==> config.mk <==
export PLATFORM = sky130hd
export DESIGN_NAME = dmem_write_buffer_flat
export DESIGN_NICKNAME = d
export VERILOG_FILES = /design/src/rtl/dmem_write_buffer_if.sv /design/src/rtl/dmem_write_buffer.sv /design/src/flat_wrapper.sv
export SDC_FILE = /design/constraint.sdc
export NUM_CORES = 1
export LEC_CHECK = 0
export ABC_AREA = 1
export CELL_PAD_IN_SITES_DETAIL_PLACEMENT = 1
export CELL_PAD_IN_SITES_GLOBAL_PLACEMENT = 1
export CORE_AREA = 2 2 182 184
export DETAILED_ROUTE_END_ITERATION = 12
export DIE_AREA = 0 0 184 186
export PLACE_DENSITY = 0.83
export SYNTH_ARGS = -nofsm -noshare
export SYNTH_HDL_FRONTEND = slang
export SYNTH_SLANG_ARGS = --single-unit
==> constraint.sdc <==
create_clock -name clock -period 2.95 [get_ports clock]
set_input_delay 0.295 -clock clock [delete_from_list [all_inputs] [get_ports clock]]
set_output_delay 0.295 -clock clock [all_outputs]
set_load 0.01 [all_outputs]
==> src/rtl/dmem_write_buffer_if.sv <==
// dmem_write_buffer_if: CPU data-port and slow-memory handshake bundle for the store buffer.
// Ports: cpu_* (CPU load/store request, load data, stall, buffer-empty flag),
//        mem_* (held request with write/read select, address, write data, ack, read data).
interface dmem_write_buffer_if #(
  parameter int AW = 16,
  parameter int DW = 16
);
  logic [AW-1:0] cpu_addr;
  logic [DW-1:0] cpu_wdata;
  logic          cpu_write;
  logic          cpu_read;
  logic [DW-1:0] cpu_rdata;
  logic          stall;
  logic          wb_empty;
  logic          mem_req;
  logic          mem_we;
  logic [AW-1:0] mem_addr;
  logic [DW-1:0] mem_wdata;
  logic          mem_ack;
  logic [DW-1:0] mem_rdata;

  // Buffer side: consumes CPU requests and memory responses.
  modport slave (
    input  cpu_addr, cpu_wdata, cpu_write, cpu_read, mem_ack, mem_rdata,
    output cpu_rdata, stall, wb_empty, mem_req, mem_we, mem_addr, mem_wdata
  );

  // Environment side: the CPU plus the memory.
  modport master (
    output cpu_addr, cpu_wdata, cpu_write, cpu_read, mem_ack, mem_rdata,
    input  cpu_rdata, stall, wb_empty, mem_req, mem_we, mem_addr, mem_wdata
  );
endinterface

==> src/rtl/dmem_write_buffer.sv <==
// dmem_write_buffer: posts CPU stores into a DEPTH-entry FIFO, drains them to a slow
// handshaked memory, forwards loads from the youngest buffered store, else fetches.
// Ports: clock, reset (async, active-low), bus (slave modport of dmem_write_buffer_if).
// Latency: load hit 0 cycles; load miss 2 stall cycles minimum; store 0 unless full.
// Backpressure: stall while the buffer is full on a store or until a missed load returns.
module dmem_write_buffer #(
  parameter int DEPTH = 4,
  parameter int AW    = 16,
  parameter int DW    = 16
) (
  input  logic                  clock,
  input  logic                  reset,
  dmem_write_buffer_if.slave    bus
);

  localparam int PW = $clog2(DEPTH);
  localparam int CW = PW + 1;

  typedef enum logic [1:0] {IDLE, WREQ, RREQ, RDONE} state_t;

  logic [AW-1:0] fifo_addr_q [DEPTH];
  logic [DW-1:0] fifo_data_q [DEPTH];
  logic [PW-1:0] head_q, head_d;
  logic [PW-1:0] tail_q, tail_d;
  logic [CW-1:0] count_q, count_d;

  state_t        state_q, state_d;
  logic          mem_req_q, mem_req_d;
  logic          mem_we_q, mem_we_d;
  logic [AW-1:0] mem_addr_q, mem_addr_d;
  logic [DW-1:0] mem_wdata_q, mem_wdata_d;
  logic [DW-1:0] cap_q, cap_d;
  logic [DW-1:0] rdata_q;

  logic          is_store, is_load, full, push, pop;
  logic          hit, rd_miss, stall_c;
  logic [DW-1:0] hit_data, rdata_c;
  logic [PW-1:0] idx;

  // A simultaneous read+write request is treated as a store.
  assign is_store = bus.cpu_write;
  assign is_load  = bus.cpu_read & ~bus.cpu_write;
  assign full     = (count_q == CW'(DEPTH));
  assign push     = is_store & ~full;
  assign pop      = (state_q == WREQ) & bus.mem_ack;
  assign rd_miss  = is_load & ~hit;

  // Scan oldest to youngest so the last match seen is the youngest store.
  always_comb begin
    hit      = 1'b0;
    hit_data = '0;
    idx      = '0;
    for (int i = 0; i < DEPTH; i++) begin
      idx = head_q + PW'(i);
      if ((CW'(i) < count_q) && (fifo_addr_q[idx] == bus.cpu_addr)) begin
        hit      = 1'b1;
        hit_data = fifo_data_q[idx];
      end
    end
  end

  assign head_d  = pop  ? head_q + PW'(1) : head_q;
  assign tail_d  = push ? tail_q + PW'(1) : tail_q;
  assign count_d = count_q + CW'(push) - CW'(pop);

  // Entry storage needs no reset: validity comes from count/head.
  always_ff @(posedge clock) begin
    if (push) begin
      fifo_addr_q[tail_q] <= bus.cpu_addr;
      fifo_data_q[tail_q] <= bus.cpu_wdata;
    end
  end

  // Next-state logic. A load miss wins over pending stores; a store arriving
  // into an empty buffer starts draining at once.
  always_comb begin
    state_d = state_q;
    case (state_q)
      IDLE: begin
        if (rd_miss)                          state_d = RREQ;
        else if ((count_q != '0) || push)     state_d = WREQ;
      end
      WREQ:    if (bus.mem_ack) state_d = IDLE;
      RREQ:    if (bus.mem_ack) state_d = RDONE;
      RDONE:   state_d = IDLE;
      default: state_d = IDLE;
    endcase
  end

  // Registered memory-side outputs, loaded on entry to a request state and held
  // until the ack. Entering WREQ from an empty buffer means the head entry is
  // the store being pushed this cycle.
  always_comb begin
    mem_req_d   = 1'b0;
    mem_we_d    = 1'b0;
    mem_addr_d  = mem_addr_q;
    mem_wdata_d = mem_wdata_q;
    cap_d       = cap_q;
    case (state_d)
      WREQ: begin
        mem_req_d = 1'b1;
        mem_we_d  = 1'b1;
        if (state_q != WREQ) begin
          if (count_q != '0) begin
            mem_addr_d  = fifo_addr_q[head_q];
            mem_wdata_d = fifo_data_q[head_q];
          end else begin
            mem_addr_d  = bus.cpu_addr;
            mem_wdata_d = bus.cpu_wdata;
          end
        end
      end
      RREQ: begin
        mem_req_d = 1'b1;
        if (state_q != RREQ) mem_addr_d = bus.cpu_addr;
      end
      default: ;
    endcase
    if ((state_q == RREQ) && bus.mem_ack) cap_d = bus.mem_rdata;
  end

  always_ff @(posedge clock or negedge reset) begin
    if (!reset) begin
      state_q     <= IDLE;
      head_q      <= '0;
      tail_q      <= '0;
      count_q     <= '0;
      mem_req_q   <= 1'b0;
      mem_we_q    <= 1'b0;
      mem_addr_q  <= '0;
      mem_wdata_q <= '0;
      cap_q       <= '0;
      rdata_q     <= '0;
    end else begin
      state_q     <= state_d;
      head_q      <= head_d;
      tail_q      <= tail_d;
      count_q     <= count_d;
      mem_req_q   <= mem_req_d;
      mem_we_q    <= mem_we_d;
      mem_addr_q  <= mem_addr_d;
      mem_wdata_q <= mem_wdata_d;
      cap_q       <= cap_d;
      rdata_q     <= rdata_c;
    end
  end

  // Load data: fetched word in RDONE, forwarded store on a hit, else hold.
  always_comb begin
    if (state_q == RDONE)     rdata_c = cap_q;
    else if (is_load && hit)  rdata_c = hit_data;
    else                      rdata_c = rdata_q;
  end

  // Full stalls a store on registered count only; a miss stalls until RDONE.
  always_comb begin
    if (is_store)     stall_c = full;
    else if (is_load) stall_c = ~hit & (state_q != RDONE);
    else              stall_c = 1'b0;
  end

  // Stall is forced low while reset is asserted even if a load is presented.
  assign bus.stall     = reset & stall_c;
  assign bus.cpu_rdata = rdata_c;
  assign bus.wb_empty  = (count_q == '0);
  assign bus.mem_req   = mem_req_q;
  assign bus.mem_we    = mem_we_q;
  assign bus.mem_addr  = mem_addr_q;
  assign bus.mem_wdata = mem_wdata_q;

endmodule

==> src/flat_wrapper.sv <==
// flat-port wrapper written by rule: the top's interface ports become plain ports
module dmem_write_buffer_flat 
#(
  parameter int DEPTH = 4,
  parameter int AW    = 16,
  parameter int DW    = 16
)
  (clock, reset, bus_cpu_addr, bus_cpu_wdata, bus_cpu_write, bus_cpu_read, bus_mem_ack, bus_mem_rdata, bus_cpu_rdata, bus_stall, bus_wb_empty, bus_mem_req, bus_mem_we, bus_mem_addr, bus_mem_wdata);
  dmem_write_buffer_if #(.AW(AW), .DW(DW)) bus_i ();
  input  logic clock;
  input  logic reset;
  input wire logic [$bits(bus_i.cpu_addr)-1:0] bus_cpu_addr;
  input wire logic [$bits(bus_i.cpu_wdata)-1:0] bus_cpu_wdata;
  input wire logic [$bits(bus_i.cpu_write)-1:0] bus_cpu_write;
  input wire logic [$bits(bus_i.cpu_read)-1:0] bus_cpu_read;
  input wire logic [$bits(bus_i.mem_ack)-1:0] bus_mem_ack;
  input wire logic [$bits(bus_i.mem_rdata)-1:0] bus_mem_rdata;
  output wire logic [$bits(bus_i.cpu_rdata)-1:0] bus_cpu_rdata;
  output wire logic [$bits(bus_i.stall)-1:0] bus_stall;
  output wire logic [$bits(bus_i.wb_empty)-1:0] bus_wb_empty;
  output wire logic [$bits(bus_i.mem_req)-1:0] bus_mem_req;
  output wire logic [$bits(bus_i.mem_we)-1:0] bus_mem_we;
  output wire logic [$bits(bus_i.mem_addr)-1:0] bus_mem_addr;
  output wire logic [$bits(bus_i.mem_wdata)-1:0] bus_mem_wdata;
  assign bus_i.cpu_addr = bus_cpu_addr;
  assign bus_i.cpu_wdata = bus_cpu_wdata;
  assign bus_i.cpu_write = bus_cpu_write;
  assign bus_i.cpu_read = bus_cpu_read;
  assign bus_i.mem_ack = bus_mem_ack;
  assign bus_i.mem_rdata = bus_mem_rdata;
  assign bus_cpu_rdata = bus_i.cpu_rdata;
  assign bus_stall = bus_i.stall;
  assign bus_wb_empty = bus_i.wb_empty;
  assign bus_mem_req = bus_i.mem_req;
  assign bus_mem_we = bus_i.mem_we;
  assign bus_mem_addr = bus_i.mem_addr;
  assign bus_mem_wdata = bus_i.mem_wdata;
  dmem_write_buffer #(.DEPTH(DEPTH), .AW(AW), .DW(DW)) u_core (.clock(clock), .reset(reset), .bus(bus_i));
endmodule
==> flow_metrics.tcl, run 1 <==
set metrics [dict create \
    drc 0 \
    syn_area_um2 12400 \
    worst_pin_slew_ns 1.11 \
    syn_inst 1659 \
    n_fill_cell 3775 \
    ir_drop_mv 0.503 \
    yosys_warnings 0 \
    grt_pass1_vias 15469 \
    timing.rr.start "u_core.head_q[0]$_DFFE_PN0P_" \
    period_needed_ns 4.37 \
    synth_nets 1723 \
    grt_max_degree 55 \
    first_iter_violations 2064 \
    dr.pass1.iters 5 \
    dp_hpwl_um 32200 \
    numCtsBuffers 24 \
    dpl_cell_area_um2 15500 \
    setup_slack_ns -1.42 \
    crit_path_max_fanout 18 \
    insertion_delay_ns 0.57 \
    reg2reg_to "u_core.bus.mem_addr[12]$_DFFE_PN0P_" \
    die_height_um 186 \
    cp-start-kind "register" \
    violations "setup timing" \
    yosys.cell_types.count 41 \
    fin_worst_skew_ns 0.0252 \
    synth.avg_cell_area_um2 7.47 \
    arrival_ns 4.07 \
    period_share_pct 148 \
    hp-class "in -> async" \
    vias 15510 \
    ioPinCount 105 \
    final_hold_viol_count 0 \
    cap_viol_max_count 0 \
    htree_num_levels 1 \
    worst_setup_path_end_kind "output pin" \
    layout_common_cells "nand2_1 (550), buf_4 (223), inv_1 (134)" \
    power_leakage_nw 8.62 \
    setup_viol 69 \
    intPower_mw 12.3 \
    rsz0062_at_grt "yes" \
    seq_power_share_pct 18.8 \
    die-area_um2 34200 \
    pwr-share-clk_pct 13.4 \
    clk_pin_slew_ns 0.08 \
    finalMaxSlewViolations 0 \
    core_um2 32200 \
    grtUsageTotal_pct 33.7 \
    nNetsFinal 2073 \
    async_reset_ff_share_pct 36.9 \
    fin_util_pct 57.6 \
    timing.fmax_ghz 0.229 \
    clock_path_buffers 3 \
    ys_ff_latch 203 \
    gr-total-overflow 0 \
    finalPower_mw 24.6 \
    switching_share_pct 50.0 \
    power_frac_comb_pct 67.7 \
    crit_required_ns 2.65 \
    ff2ff_setup_slack_ns -1.26 \
    ant_nets 0 \
    design_area_um2 18500 \
    cp-endpoint "bus_cpu_rdata[13]" \
    path_class "reg -> out" \
    yosysSeqAreaShare_pct 46.1 \
    synth_edf_count 128 \
    run_status "finished, violations left" \
    cellPowerDensity_nw_per_um2 1330 \
    fp.dieW_um 184 \
    layout_commonest_cell "nand2_1" \
    numPortBuffers 104 \
    multiInputGateArea_um2 6880 \
    drive_gt1_share_pct 32.3 \
    start_util_pct 38.5 \
    antenna_found_initial 2 \
    cts_tree "done" \
    clock_sink_count 203 \
    slew-limit-headroom_pct 26.1 \
    critPathLaunch "u_core.head_q[0]$_DFFE_PN0P_" \
    p_switching_mw 12.3 \
    synth_area_leader_cell "edfxtp_1" \
    synthTopCellsByArea "edfxtp_1 (31%), nand2_1 (20%), dfrtp_1 (15%)" \
    wl_per_cell_um 29.3 \
    area_growth_pct 49.6 \
    rows 66 \
    r2r_cells 25 \
    grt_pass1_wl_um 88700 \
    cts-root-buf "clkbuf_16" \
    gp_congestion 0.876 \
    ys.flop_type "edfxtp_1" \
    viasPerCell 6.37 \
    wirelength_um 71300 \
    layout.area.seq_um2 5720 \
    synth_top_area_share_pct 31.0 \
]
worst min path at each step:
stage / end / slack (ns) / cells after the start
6_report: u_core.cap_q[6]$_DFFE_PN0P_ / 0.21 / 2
2_1_floorplan: u_core.bus.mem_addr[0]$_DFFE_PN0P_ / -0.0006 / 0
3_3_place_gp: u_core.rdata_q[3]$_DFF_PN0_ / 0.25 / 1
5_1_grt: u_core.cap_q[6]$_DFFE_PN0P_ / 0.24 / 2
4_1_cts: u_core.cap_q[6]$_DFFE_PN0P_ / 0.22 / 2
3_5_place_dp: u_core.rdata_q[3]$_DFF_PN0_ / 0.26 / 1
layout make-up:
| type | count | share of cell area, % |
|---|---|---|
| Sequential cell | 203 | 30.9 |
| Multi-Input combinational cell | 1233 | 37.1 |
| Antenna cell | 1 | 0.0135 |
| Timing Repair Buffer | 403 | 21.8 |
| Clock buffer | 33 | 3.64 |
| Clock inverter | 11 | 0.796 |
| Tap cell | 408 | 2.75 |
| Inverter | 144 | 3.05 |
cells in the mapped netlist (2+ instances only):
master    instances
a21oi_1          44
a31oi_1          14
buf_2            21
buf_4            14
buf_6            12
clkbuf_1         31
dfrtp_1          75
edfxtp_1        128
ha_1             10
inv_1           139
inv_2             3
mux2_2           16
mux2i_1          18
nand2_1         647
nand2_2           5
nand3_1         137
nand3b_1          2
nand4_1           4
nor2_1          136
nor2_2            2
nor4_1            2
o211ai_1         20
o211ai_2          2
o21ai_0         136
o21ai_1          17
xor2_1            9
cells by family (layout without fill, tap and decap cells):
logic type,count (synthesis),count (layout),share of synthesized area (%)
other,0,1,0
DFF,203,203,46.1
buffers and inverters,223,591,8.14
adders and majority gates,11,11,1.17
xor gates and xnor gates,10,10,0.767
AOI/OAI and AO/OA,235,235,10.3
muxes,34,34,2.91
and+or+nand+nor,943,943,30.6
power by group through the flow:
stage          sequential, mW  clock [mW]  combinational (mW)
2_1_floorplan            4.45           0                6.04
3_3_place_gp             4.39           0                10.4
3_5_place_dp             4.44           0                11.0
4_1_cts                  4.45        3.18                12.9
5_1_grt                  4.68        3.37                17.2
6_report                 4.64        3.31                16.7
critical path: stages (launching register included):
cell and delay (ns):
dfrtp_4 0.53, buf_12 0.20, nand2_8 0.07, nand2_8 0.13, buf_6 0.16, clkbuf_16 0.16
nand2_4 0.04, nand2_2 0.08, xor2_2 0.41, nand2_1 0.14, nor2_2 0.16, nand3_2 0.11
nand2_2 0.13, buf_6 0.13, o21bai_4 0.10, buf_12 0.19, nor2_2 0.28, nand2_2 0.13
a21oi_2 0.18, buf_2 0.16
metal layers:
metal  track usage, %  vias to the layer above  share of wire [%]
li1                 -                     6114                  -
met1             38.9                     7345                 34
met2             58.1                     1427                 45
met3             5.79                      622                 11
met4             21.9                        2                 10
met5                0                        -              0.024
timing repair:
item,4_1_cts,5_1_grt
setup endpoints to repair,53,69
endpoints found under the hold margin,21,0
buffers inserted,30,27
resized for setup,275,219
cloned,8,5
hold buffers,1,0
pin swaps,47,63
state kept, by name, summed over array words and instances, names as in the netlist:
register / cells
u_core.bus.mem_addr: 16
u_core.bus.mem_req: 1
u_core.bus.mem_wdata: 16
u_core.bus.mem_we: 1
u_core.cap_q: 16
u_core.count_q: 3
u_core.fifo_addr_q: 64
u_core.fifo_data_q: 64
u_core.head_q: 2
u_core.rdata_q: 16
u_core.state_q: 2
u_core.tail_q: 2
stage by stage:
step / setup slack (ns) / std cells / hold WS [ns] / TNS [ns]
6_report: -1.42 / 2436 / 0.205 / -63.48
3_3_place_gp: -0.670 / 2327 / 0.250 / -20.57
5_1_grt: -1.48 / 2436 / 0.237 / -67.48
3_5_place_dp: -0.823 / 2327 / 0.255 / -27.58
2_1_floorplan: 0.0450 / 1659 / -0.000591 / 0
4_1_cts: -0.730 / 2409 / 0.220 / -27.42
Power figures use the tool's default switching activity.
==> run 2, diff against run 1 <==
--- a/config.mk
+++ b/config.mk
@@ -12,6 +12,7 @@
 export DETAILED_ROUTE_END_ITERATION = 12
 export DIE_AREA = 0 0 184 186
 export PLACE_DENSITY = 0.83
+export SKIP_CTS_REPAIR_TIMING = 1
 export SYNTH_ARGS = -nofsm -noshare
 export SYNTH_HDL_FRONTEND = slang
 export SYNTH_SLANG_ARGS = --single-unit
==> run 2 against run 1 <==
  * The flow still finishes with violations (setup timing)
  * Register-to-register slack better by 0.29 ns
  * Count of clock-buffer cells in the layout stayed put
  * Via count is 7.5% lower
  * Final area is 5.4% lower
  * Combinational power is 16% lower
  * Total power is 12% lower
  * Die area stayed put
  * Non-clock buffer count is 35 lower
  * First-iteration DRC count is 23% lower
  * Critical endpoint is now bus_cpu_rdata[8]
==> flow_metrics.tcl, run 2 (same netlist as run 1, synthesis figures left out) <==
set metrics [dict create \
    run_status "finished, violations left" \
    violations "setup timing" \
    clock_sink_count 203 \
    path_class "reg -> out" \
    setup_slack_ns -1.14 \
    grtUsageTotal_pct 26.8 \
    worst_setup_path_end_kind "output pin" \
    clock_path_buffers 3 \
    hp-class "in -> async" \
    multiInputGateArea_um2 6290 \
    crit_required_ns 2.65 \
    cts_tree "done" \
    viasPerCell 5.98 \
    worst_pin_slew_ns 1.07 \
    dp_cells 2327 \
    drc 0 \
    layout_commonest_cell "nand2_1" \
    grt_pass1_vias 13765 \
    clk_pin_slew_ns 0.07 \
    grt_max_degree 55 \
    arrival_ns 3.79 \
    final_hold_viol_count 0 \
    n_fill_cell 3844 \
    nNetsFinal 2038 \
    numCtsBuffers 24 \
    grt_pass1_wl_um 72300 \
    fin_worst_skew_ns 0.0138 \
    critPathLaunch "u_core.head_q[0]$_DFFE_PN0P_" \
    die-area_um2 34200 \
    period_share_pct 139 \
    wl_per_cell_um 24.7 \
    crit_path_max_fanout 10 \
    finalMaxSlewViolations 0 \
    layout_common_cells "nand2_1 (594), buf_4 (209), inv_1 (136)" \
    htree_num_levels 1 \
    ioPinCount 105 \
    fin_util_pct 54.5 \
    timing.fmax_ghz 0.245 \
    slew-limit-headroom_pct 28.5 \
    dpl_cell_area_um2 15500 \
    finalPower_mw 21.8 \
    cp-start-kind "register" \
    first_iter_violations 1586 \
    cts-root-buf "clkbuf_16" \
    stdcell_count 2401 \
    dp_hpwl_um 32200 \
    dr.pass1.iters 6 \
    setup_viol 67 \
    ir_drop_mv 0.579 \
    die_height_um 186 \
    numPortBuffers 104 \
    power_leakage_nw 8.25 \
    fp.dieW_um 184 \
    layout.area.seq_um2 5720 \
    antenna_found_initial 1 \
    start_util_pct 38.5 \
    gr-total-overflow 0 \
    rsz0062_at_grt "yes" \
    area_growth_pct 41.5 \
    cellPowerDensity_nw_per_um2 1240 \
    rows 66 \
    cap_viol_max_count 0 \
    insertion_delay_ns 0.55 \
    timing.rr.start "u_core.head_q[0]$_DFFE_PN0P_" \
    ant_nets 0 \
    vias 14354 \
    drive_gt1_share_pct 25.0 \
    top_regs "u_core.fifo_addr_q: 64 flops, u_core.fifo_data_q: 64 flops" \
    gp_congestion 0.876 \
    wirelength_um 59300 \
    core_um2 32200 \
    design_area_um2 17500 \
    period_needed_ns 4.09 \
]
-- run 2: final timing paths --
check	slack [ns]	endpoint	depth (start not counted)
max	-1.14	bus_cpu_rdata[8]	20
min	0.20	u_core.cap_q[6]$_DFFE_PN0P_	2
max reg2reg	-0.97	u_core.bus.mem_addr[1]$_DFFE_PN0P_	25
min reg2reg	0.49	u_core.bus.mem_wdata[7]$_DFFE_PN0P_	2
max in group asynchronous	1.52	u_core.head_q[0]$_DFFE_PN0P_	3
min in group clock	0.35	u_core.cap_q[15]$_DFFE_PN0P_	2
-- run 2: area by class of cell --
cell class              count  share of cell area (%)
diodes                      1                  0.0143
flip-flops and latches    203                    32.6
clock inverters            11                   0.842
multi-input cells        1233                    35.9
well taps                 408                    2.91
clock buffers              33                    3.84
inverters                 144                    3.22
repair buffers            368                    20.7
-- run 2: routing by layer --
metal | GRT usage (%) | part of all wire [%] | vias up
li1 | - | - | 6046
met1 | 32.0 | 37 | 7084
met2 | 49.4 | 48 | 905
met3 | 3.23 | 8.4 | 319
met4 | 10.0 | 6.6 | 0
met5 | 0 | 0 | -
-- run 2: worst max-delay path, cell delays in order (launching register included) --
cell,delay [ns]
dfrtp_4,0.57
buf_12,0.20
buf_12,0.15
nand2_1,0.11
nand2_1,0.14
nand2_4,0.11
nand2_2,0.06
nand2_1,0.07
nand2_1,0.08
nor2_1,0.14
nand2_1,0.12
nor2_2,0.19
nand3_4,0.12
buf_8,0.17
buf_4,0.16
o21ai_0,0.29
nor2_1,0.12
o21ai_1,0.13
nand2_1,0.08
nand2_2,0.10
buf_6,0.12
-- run 2: per-stage QoR --
step	setup slack [ns]	TNS, ns	hold slack [ns]
floorplan	0.0450	0	-0.000591
global placement	-0.670	-20.57	0.250
detailed placement	-0.823	-27.58	0.255
CTS	-1.39	-38.79	-0.322
global route	-1.19	-49.23	0.241
finish	-1.14	-41.81	0.203
-- run 2: report_power, final --
part           total (mW)  switching [mW]  internal [mW]
Clock                3.22            1.36           1.87
Combinational        14.0            8.53           5.50
Sequential           4.53           0.551           3.98
==> run 3, diff against run 2 <==
--- a/config.mk
+++ b/config.mk
@@ -6,6 +6,7 @@
 export NUM_CORES = 1
 export LEC_CHECK = 0
 export ABC_AREA = 1
+export CAP_MARGIN = 5
 export CELL_PAD_IN_SITES_DETAIL_PLACEMENT = 1
 export CELL_PAD_IN_SITES_GLOBAL_PLACEMENT = 1
 export CORE_AREA = 2 2 182 184
==> results of run 3 <==
Same layout as run 2: the final DEF is identical, and so are final timing and power.
